File: src/rtl/motor_ramp_sequencer_if.sv
// Command/duty bundle between line-following logic, the ramp sequencer and the motor PWM block.
interface motor_ramp_sequencer_if;
    logic       cmd_valid;
    logic       cmd_ready;
    logic [1:0] cmd_dir1;
    logic [7:0] cmd_speed1;
    logic [1:0] cmd_dir2;
    logic [7:0] cmd_speed2;
    logic [7:0] duty_cycle1_fwd;
    logic [7:0] duty_cycle1_back;
    logic [7:0] duty_cycle2_fwd;
    logic [7:0] duty_cycle2_back;
    logic       busy;
    logic       wdog_trip;

    modport master (
        output cmd_valid, cmd_dir1, cmd_speed1, cmd_dir2, cmd_speed2,
        input  cmd_ready, duty_cycle1_fwd, duty_cycle1_back,
        input  duty_cycle2_fwd, duty_cycle2_back, busy, wdog_trip
    );

    modport slave (
        input  cmd_valid, cmd_dir1, cmd_speed1, cmd_dir2, cmd_speed2,
        output cmd_ready, duty_cycle1_fwd, duty_cycle1_back,
        output duty_cycle2_fwd, duty_cycle2_back, busy, wdog_trip
    );
endinterface

File: src/rtl/motor_ramp_sequencer.sv
// Two-channel duty ramp with drain + dead-time on direction reversal.
// Optional command watchdog enabled by defining MOTOR_WDOG_EN.
module motor_ramp_sequencer #(
    parameter int unsigned RAMP_DIV    = 50000,
    parameter int unsigned RAMP_STEP   = 8,
    parameter int unsigned DEAD_CYCLES = 500000,
    parameter int unsigned WDOG_CYCLES = 25000000
) (
    input  logic                   clk_50,
    input  logic                   rst_n,
    motor_ramp_sequencer_if.slave  bus
);
    localparam int unsigned DIV_W  = (RAMP_DIV > 1) ? $clog2(RAMP_DIV) : 1;
    localparam int unsigned DEAD_W = (DEAD_CYCLES > 1) ? $clog2(DEAD_CYCLES) : 1;
    localparam logic [DIV_W-1:0]  DIV_LAST  = DIV_W'(RAMP_DIV - 1);
    localparam logic [DEAD_W-1:0] DEAD_LOAD = DEAD_W'(DEAD_CYCLES - 1);
    localparam logic [8:0]        STEP9     = 9'(RAMP_STEP);
    localparam logic [7:0]        STEP8     = 8'(RAMP_STEP);

    localparam logic [1:0] ST_STOP  = 2'd0;
    localparam logic [1:0] ST_RUN   = 2'd1;
    localparam logic [1:0] ST_DRAIN = 2'd2;
    localparam logic [1:0] ST_DEAD  = 2'd3;

    localparam logic [1:0] DIR_STOP = 2'b00;
    localparam logic [1:0] DIR_FWD  = 2'b01;
    localparam logic [1:0] DIR_BACK = 2'b10;

    logic [DIV_W-1:0]       pre_q, pre_d;
    logic                   tick_c;
    logic                   accept_c;
    logic                   wdog_fire_c;
    logic [1:0][1:0]        state_q, state_d;
    logic [1:0][1:0]        cur_dir_q, cur_dir_d;
    logic [1:0][1:0]        tgt_dir_q, tgt_dir_d;
    logic [1:0][7:0]        tgt_spd_q, tgt_spd_d;
    logic [1:0][7:0]        duty_q, duty_d;
    logic [1:0][DEAD_W-1:0] dead_q, dead_d;
    logic [1:0][7:0]        fwd_q, fwd_d;
    logic [1:0][7:0]        back_q, back_d;
    logic                   cmd_ready_q, cmd_ready_d;
    logic                   busy_q, busy_d;
    logic                   wdog_trip_q, wdog_trip_d;

    function automatic logic [1:0] norm_dir(input logic [1:0] d);
        return (d == DIR_FWD || d == DIR_BACK) ? d : DIR_STOP;
    endfunction

    // Step toward tgt; 9-bit sum so an 8-bit overflow is caught and clamped at tgt.
    function automatic logic [7:0] ramp_toward(input logic [7:0] cur, input logic [7:0] tgt);
        logic [8:0] sum;
        logic [7:0] res;
        sum = {1'b0, cur} + STEP9;
        res = cur;
        if (cur < tgt) begin
            res = (sum > {1'b0, tgt}) ? tgt : sum[7:0];
        end else if (cur > tgt) begin
            res = ({1'b0, 8'(cur - tgt)} <= STEP9) ? tgt : 8'(cur - STEP8);
        end
        return res;
    endfunction

    function automatic logic [7:0] ramp_down(input logic [7:0] cur);
        return ({1'b0, cur} <= STEP9) ? 8'd0 : 8'(cur - STEP8);
    endfunction

    assign accept_c = bus.cmd_valid & cmd_ready_q;
    assign tick_c   = (pre_q == DIV_LAST);

    // Shared prescaler and command targets.
    always_comb begin
        pre_d     = tick_c ? '0 : pre_q + DIV_W'(1);
        tgt_dir_d = tgt_dir_q;
        tgt_spd_d = tgt_spd_q;
        if (accept_c) begin
            tgt_dir_d[0] = norm_dir(bus.cmd_dir1);
            tgt_spd_d[0] = (norm_dir(bus.cmd_dir1) == DIR_STOP) ? 8'd0 : bus.cmd_speed1;
            tgt_dir_d[1] = norm_dir(bus.cmd_dir2);
            tgt_spd_d[1] = (norm_dir(bus.cmd_dir2) == DIR_STOP) ? 8'd0 : bus.cmd_speed2;
        end else if (wdog_fire_c) begin
            tgt_dir_d = {DIR_STOP, DIR_STOP};
            tgt_spd_d = '0;
        end
    end

    // Per-channel ramp FSM and output mapping.
    always_comb begin
        state_d     = state_q;
        cur_dir_d   = cur_dir_q;
        duty_d      = duty_q;
        dead_d      = dead_q;
        fwd_d       = '0;
        back_d      = '0;
        busy_d      = 1'b0;
        cmd_ready_d = 1'b1;
        for (int ch = 0; ch < 2; ch++) begin
            case (state_q[ch])
                ST_STOP: begin
                    duty_d[ch]    = 8'd0;
                    cur_dir_d[ch] = DIR_STOP;
                    if (tgt_dir_q[ch] != DIR_STOP && tgt_spd_q[ch] != 8'd0) begin
                        cur_dir_d[ch] = tgt_dir_q[ch];
                        state_d[ch]   = ST_RUN;
                    end
                end
                ST_RUN: begin
                    if (tgt_dir_q[ch] != DIR_STOP && tgt_dir_q[ch] != cur_dir_q[ch]) begin
                        state_d[ch] = ST_DRAIN;
                    end else begin
                        if (tick_c) duty_d[ch] = ramp_toward(duty_q[ch], tgt_spd_q[ch]);
                        if (tgt_dir_q[ch] == DIR_STOP && duty_d[ch] == 8'd0) begin
                            state_d[ch]   = ST_STOP;
                            cur_dir_d[ch] = DIR_STOP;
                        end
                    end
                end
                ST_DRAIN: begin
                    if (tgt_dir_q[ch] == cur_dir_q[ch]) begin
                        state_d[ch] = ST_RUN;
                    end else if (duty_q[ch] == 8'd0) begin
                        state_d[ch] = ST_DEAD;
                        dead_d[ch]  = DEAD_LOAD;
                    end else if (tick_c) begin
                        duty_d[ch] = ramp_down(duty_q[ch]);
                        if (duty_d[ch] == 8'd0) begin
                            state_d[ch] = ST_DEAD;
                            dead_d[ch]  = DEAD_LOAD;
                        end
                    end
                end
                default: begin
                    duty_d[ch] = 8'd0;
                    if (dead_q[ch] == '0) begin
                        cur_dir_d[ch] = tgt_dir_q[ch];
                        state_d[ch]   = (tgt_dir_q[ch] == DIR_STOP) ? ST_STOP : ST_RUN;
                    end else begin
                        dead_d[ch] = dead_q[ch] - DEAD_W'(1);
                    end
                end
            endcase
            fwd_d[ch]  = (cur_dir_q[ch] == DIR_FWD)  ? duty_q[ch] : 8'd0;
            back_d[ch] = (cur_dir_q[ch] == DIR_BACK) ? duty_q[ch] : 8'd0;
            if (state_d[ch] == ST_DRAIN || state_d[ch] == ST_DEAD) busy_d = 1'b1;
            if (state_d[ch] == ST_DEAD) cmd_ready_d = 1'b0;
        end
    end

`ifdef MOTOR_WDOG_EN
    localparam int unsigned WD_W = (WDOG_CYCLES > 1) ? $clog2(WDOG_CYCLES) : 1;
    localparam logic [WD_W-1:0] WD_LAST = WD_W'(WDOG_CYCLES - 1);

    logic [WD_W-1:0] wd_q, wd_d;

    // Counter saturates at the limit so targets stay forced to stop until a new command.
    always_comb begin
        wdog_fire_c = (wd_q == WD_LAST);
        wdog_trip_d = wdog_trip_q | wdog_fire_c;
        if (accept_c)         wd_d = '0;
        else if (wdog_fire_c) wd_d = wd_q;
        else                  wd_d = wd_q + WD_W'(1);
    end

    always_ff @(posedge clk_50) begin
        if (!rst_n) wd_q <= '0;
        else        wd_q <= wd_d;
    end
`else
    assign wdog_fire_c = 1'b0;
    assign wdog_trip_d = 1'b0;
`endif

    always_ff @(posedge clk_50) begin
        if (!rst_n) begin
            pre_q       <= '0;
            state_q     <= {ST_STOP, ST_STOP};
            cur_dir_q   <= {DIR_STOP, DIR_STOP};
            tgt_dir_q   <= {DIR_STOP, DIR_STOP};
            tgt_spd_q   <= '0;
            duty_q      <= '0;
            dead_q      <= '0;
            fwd_q       <= '0;
            back_q      <= '0;
            cmd_ready_q <= 1'b1;
            busy_q      <= 1'b0;
            wdog_trip_q <= 1'b0;
        end else begin
            pre_q       <= pre_d;
            state_q     <= state_d;
            cur_dir_q   <= cur_dir_d;
            tgt_dir_q   <= tgt_dir_d;
            tgt_spd_q   <= tgt_spd_d;
            duty_q      <= duty_d;
            dead_q      <= dead_d;
            fwd_q       <= fwd_d;
            back_q      <= back_d;
            cmd_ready_q <= cmd_ready_d;
            busy_q      <= busy_d;
            wdog_trip_q <= wdog_trip_d;
        end
    end

    assign bus.cmd_ready        = cmd_ready_q;
    assign bus.duty_cycle1_fwd  = fwd_q[0];
    assign bus.duty_cycle1_back = back_q[0];
    assign bus.duty_cycle2_fwd  = fwd_q[1];
    assign bus.duty_cycle2_back = back_q[1];
    assign bus.busy             = busy_q;
    assign bus.wdog_trip        = wdog_trip_q;
endmodule

File: src/flat_wrapper.sv
// flat-port wrapper written by rule: the top's interface ports become plain ports
module motor_ramp_sequencer_flat 
#(
    parameter int unsigned RAMP_DIV    = 50000,
    parameter int unsigned RAMP_STEP   = 8,
    parameter int unsigned DEAD_CYCLES = 500000,
    parameter int unsigned WDOG_CYCLES = 25000000
)
  (clk_50, rst_n, bus_cmd_valid, bus_cmd_dir1, bus_cmd_speed1, bus_cmd_dir2, bus_cmd_speed2, bus_cmd_ready, bus_duty_cycle1_fwd, bus_duty_cycle1_back, bus_duty_cycle2_fwd, bus_duty_cycle2_back, bus_busy, bus_wdog_trip);
  motor_ramp_sequencer_if bus_i ();
  input  logic clk_50;
  input  logic rst_n;
  input wire logic [$bits(bus_i.cmd_valid)-1:0] bus_cmd_valid;
  input wire logic [$bits(bus_i.cmd_dir1)-1:0] bus_cmd_dir1;
  input wire logic [$bits(bus_i.cmd_speed1)-1:0] bus_cmd_speed1;
  input wire logic [$bits(bus_i.cmd_dir2)-1:0] bus_cmd_dir2;
  input wire logic [$bits(bus_i.cmd_speed2)-1:0] bus_cmd_speed2;
  output wire logic [$bits(bus_i.cmd_ready)-1:0] bus_cmd_ready;
  output wire logic [$bits(bus_i.duty_cycle1_fwd)-1:0] bus_duty_cycle1_fwd;
  output wire logic [$bits(bus_i.duty_cycle1_back)-1:0] bus_duty_cycle1_back;
  output wire logic [$bits(bus_i.duty_cycle2_fwd)-1:0] bus_duty_cycle2_fwd;
  output wire logic [$bits(bus_i.duty_cycle2_back)-1:0] bus_duty_cycle2_back;
  output wire logic [$bits(bus_i.busy)-1:0] bus_busy;
  output wire logic [$bits(bus_i.wdog_trip)-1:0] bus_wdog_trip;
  assign bus_i.cmd_valid = bus_cmd_valid;
  assign bus_i.cmd_dir1 = bus_cmd_dir1;
  assign bus_i.cmd_speed1 = bus_cmd_speed1;
  assign bus_i.cmd_dir2 = bus_cmd_dir2;
  assign bus_i.cmd_speed2 = bus_cmd_speed2;
  assign bus_cmd_ready = bus_i.cmd_ready;
  assign bus_duty_cycle1_fwd = bus_i.duty_cycle1_fwd;
  assign bus_duty_cycle1_back = bus_i.duty_cycle1_back;
  assign bus_duty_cycle2_fwd = bus_i.duty_cycle2_fwd;
  assign bus_duty_cycle2_back = bus_i.duty_cycle2_back;
  assign bus_busy = bus_i.busy;
  assign bus_wdog_trip = bus_i.wdog_trip;
  motor_ramp_sequencer #(.RAMP_DIV(RAMP_DIV), .RAMP_STEP(RAMP_STEP), .DEAD_CYCLES(DEAD_CYCLES), .WDOG_CYCLES(WDOG_CYCLES)) u_core (.clk_50(clk_50), .rst_n(rst_n), .bus(bus_i));
endmodule
File: config.mk
export PLATFORM = sky130hd
export DESIGN_NAME = motor_ramp_sequencer_flat
export DESIGN_NICKNAME = d
export VERILOG_FILES = /design/src/rtl/motor_ramp_sequencer_if.sv /design/src/rtl/motor_ramp_sequencer.sv /design/src/flat_wrapper.sv
export SDC_FILE = /design/constraint.sdc
export NUM_CORES = 1
export LEC_CHECK = 0
export CELL_PAD_IN_SITES_DETAIL_PLACEMENT = 1
export CELL_PAD_IN_SITES_GLOBAL_PLACEMENT = 1
export CORE_AREA = 2 2 137 139
export DETAILED_ROUTE_END_ITERATION = 12
export DIE_AREA = 0 0 139 141
export PLACE_DENSITY_LB_ADDON = 0.1
export SLEW_MARGIN = 20
export SYNTH_ARGS = -nofsm -noshare
export SYNTH_HDL_FRONTEND = slang
export SYNTH_SLANG_ARGS = --single-unit
File: constraint.sdc
create_clock -name clk_50 -period 5.87 [get_ports clk_50]
set_clock_uncertainty 0.2 [all_clocks]
set_input_delay 1.4675 -clock clk_50 [delete_from_list [all_inputs] [get_ports clk_50]]
set_output_delay 1.4675 -clock clk_50 [all_outputs]
set_load 0.01 [all_outputs]
==> reports/qor.tcl <==
set qor(area_delta_synth_final_pct) 16.8
set qor(detailedPlacementHpwl_um) 17700
set qor(drt_iter0_markers) 439
set qor(max_slew_margin_pct) 46.5
set qor(powerDensity_nw_per_um2) 308
set qor(clockBufferDepth) 2
set qor(die_w_um) 139
set qor(power.static_leakage_nw) 3.57
set qor(design.core.area_um2) 18300
set qor(sw_frac_of_total_pct) 32.5
set qor(chipHeight_um) 141
set qor(crit_fanout) 13
set qor(ys_async_sr_fraction_pct) 0
set qor(num-fill-cells) 2202
set qor(synth_top_area_share_pct) 32.8
set qor(power_frac_clock_pct) 40.3
set qor(viasPerCell) 5.87
set qor(hold_path.class) {reg -> reg}
set qor(number_of_post_cts_setup_repair_buffers) 0
set qor(power_frac_comb_pct) 24.6
set qor(slew_viol_final) 0
set qor(finalWeightedCongestion) 0.914
set qor(crit_path_max_incr_delay_ns) 0.64
set qor(cells_along_the_critical_path) {inv_1 -> nor3_1 -> xor2_1 -> ha_1 -> and4_1 -> a21boi_0 -> o21ai_0 -> a2111o_1 -> o41ai_1 -> mux2i_1 -> o311ai_0 -> nor4_4 -> a21oi_2 -> a2111oi_4 -> mux2i_1}
set qor(cp-end-kind) {register}
set qor(rsz0062_at_grt) {false}
set qor(clock_latency_ns) 0.43
set qor(drtPass1Iterations) 7
set qor(run_status) {completed}
set qor(io_pins) 58
set qor(internal_power_mw) 1.96
set qor(ys_top_cells_by_area) {dfxtp_1 33%, ha_1 7.3%, nor2_1 3.5%}
set qor(holdWs_ns) 0.263
set qor(grt_max_degree) 43
set qor(synth-warning-count) 0
set qor(cts_tree) {built}
set qor(post_drt_wl_per_cell_um) 18.9
set qor(routed-via-count) 7496
set qor(clk_pin_slew_ns) 0.06
set qor(worst_path_max_delay_cell) {nor3_1}
set qor(synthDominantAreaCellType) {dfxtp_1}
set qor(synthesized_instance_count) 988
set qor(postRouteWirelength_um) 24100
set qor(setup_viol_count_final) 0
set qor(achievable-frequency_ghz) 0.199
set qor(synth_nets) 1058
set qor(totalPowerFinal_mw) 2.90
set qor(port_buffers) 56
set qor(cts.sinks) 132
set qor(grt-ovfl-total) 0
set qor(peakVddDrop_mv) 0.213
set qor(synthesis.area_um2) 8050
set qor(post_route_cells_drive_above_1_share_pct) 5.09
set qor(ant_nets) 0
set qor(critPathLaunchType) {register}
set qor(vias_in_the_first_global_route) 7675
set qor(sequential_fraction_of_the_synthesis_area_pct) 32.8
set qor(cp.required_ns) 6.02
set qor(edff_count_synth) 0
set qor(hold_viol) 0
set qor(place_worst_setup_slack_ns) 1.01
set qor(cts_hold_repair.buffers) 0
set qor(worst-endpoint-arrival_ns) 5.18
set qor(cts_inserted_buffers) 17
set qor(critical_path_buf_inv_count) 1
set qor(drc_errors) 0
set qor(initial_utilization_pct) 44.1
set qor(std_cell_rows) 50
set qor(pwr-share-seq_pct) 35.1
set qor(final_period_minus_worst_setup_slack_ns) 5.03
set qor(ys_dominant_reg_cell) {dfxtp_1}
set qor(p_switching_mw) 0.940
set qor(global_route_wire_length_before_repair_um) 39300
set qor(die-area_um2) 19600
set qor(grt_util_all_layers_pct) 24.8
set qor(critical-path-top-cell-by-count) {mux2i_1}
set qor(worstMarginPinSlew_ns) 0.800
set qor(post_cts.resized_instances) 0
set qor(insertedDiodeCount) 0
set qor(worstSetupPathType) {reg -> reg}
set qor(htree_levels) 4
set qor(critical_path.top_delay_family) {compound AO/OA/AOI/OAI gates}
set qor(antenna_found_initial) 0
set qor(min_period_over_period_pct) 85.6
set qor(flop_and_latch_count_out_of_synthesis) 132
set qor(maxCapViolations) 0
set qor(yosysUniqueCellTypes) 80
set qor(synth_area_per_inst_um2) 8.15
set qor(layout_setup_ws_ns) 0.843
set qor(design.final.nets) 1099
set qor(setup-tns-final_ns) 0
set qor(clk_root_buffer_cell) {clkbuf_16}
registers in the layout, indices dropped and copies added (netlist names):
signal / flops
u_core.bus.duty_cycle1_fwd: 8
u_core.pre_q: 16
u_core.bus.busy: 1
u_core.state_q: 4
u_core.duty_q: 16
u_core.bus.duty_cycle2_back: 8
u_core.dead_q: 38
u_core.tgt_spd_q: 16
u_core.bus.duty_cycle1_back: 8
u_core.bus.cmd_ready: 1
u_core.bus.duty_cycle2_fwd: 8
u_core.tgt_dir_q: 4
u_core.cur_dir_q: 4
through the flow:
step / instance area, um^2 / utilization (%) / cells
after floorplan: 8050 / - / 988
after global placement: 8770 / 48.0 / 1244
after detailed placement: 8770 / 48.0 / 1244
after global routing: 9410 / 51.5 / 1276
after CTS: 9410 / 51.5 / 1276
final: 9410 / 51.5 / 1276
power groups by stage:
stage,Sequential (mW),Clock [mW],Combinational (mW)
floorplan,1.02,0,0.559
global placement,1.03,0,0.693
detailed placement,1.03,0,0.707
CTS,1.02,1.19,0.714
global route,1.03,1.23,0.800
finish,1.02,1.17,0.712
cell families after synthesis:
logic type | after synthesis | share of synthesized area [%]
flops | 132 | 32.8
mux | 11 | 1.45
other cells | 1 | 0.0466
simple gates | 402 | 27.0
fa+ha+maj | 48 | 7.43
compound gates | 245 | 20.5
xor+xnor | 57 | 6.20
buf+inv | 92 | 4.49
cell usage in the layout (no fill, tap or decap), types with 7 or more instances in the layout:
master	netlist	final
and3_1	15	15
nor2b_1	32	32
ha_1	47	47
clkbuf_16	0	17
o22ai_1	9	9
and4_1	7	7
nor4_1	21	21
nand2b_1	7	7
o31ai_1	8	8
a21boi_0	23	23
nor3b_1	20	20
o21a_1	8	8
dfxtp_1	132	132
clkdlybuf4s50_1	0	55
nor2_1	76	76
nand4b_1	7	7
a21oi_1	56	56
nand2_1	73	73
nand4_1	11	11
a22oi_1	11	11
xnor2_1	29	29
nor3_1	39	39
and2_1	27	27
inv_1	53	53
o21ai_0	54	54
xor2_1	28	28
mux2i_1	9	9
nand3_1	29	29
or3_1	12	12
path summary, 6_finish.rpt:
check	start	end	slack (ns)	cells past startpoint
worst max-delay path	u_core.duty_q[3]	u_core.cur_dir_q[1]	0.84	15
worst min-delay path	u_core.pre_q[0]	u_core.pre_q[0]	0.26	1
worst max register to register	u_core.duty_q[3]	u_core.cur_dir_q[1]	0.84	15
worst min register to register	u_core.pre_q[0]	u_core.pre_q[0]	0.26	1
synthesized netlist by cell type, types with 4 or more instances:
master,count
a2111oi_0,5
a211oi_1,4
a21boi_0,23
a21oi_1,56
a22oi_1,11
a31o_2,4
a31oi_1,6
and2_1,27
and3_1,15
and4_1,7
clkbuf_1,32
dfxtp_1,132
ha_1,47
inv_1,53
mux2i_1,9
nand2_1,73
nand2b_1,7
nand3_1,29
nand3b_1,6
nand4_1,11
nand4b_1,7
nor2_1,76
nor2b_1,32
nor3_1,39
nor3b_1,20
nor4_1,21
o2111ai_1,4
o211a_1,5
o21a_1,8
o21ai_0,54
o221ai_1,4
o22ai_1,9
o311ai_0,4
o31ai_1,8
or3_1,12
or4_1,6
xnor2_1,29
xor2_1,28
area by class of cell:
class / instances / area [um^2] / share of cell area (%)
clock buffers: 20 / 457 / 4.85
clock inverters: 12 / 176 / 1.88
inverters: 53 / 199 / 2.11
multi-input cells: 764 / 5050 / 53.7
flip-flops and latches: 132 / 2640 / 28.1
well taps: 234 / 293 / 3.11
repair buffers: 61 / 593 / 6.30
routing by layer:
layer | track usage, % | routed length, um | vias up | share of wire, %
li1 | - | - | 3662 | -
met1 | 33.9 | 11600 | 3666 | 48
met2 | 40.5 | 11300 | 138 | 47
met3 | 3.94 | 838 | 30 | 3.5
met4 | 7.71 | 397 | 0 | 1.6
met5 | 0 | 0 | - | 0
Note: power is estimated with default switching activity, not from simulation.
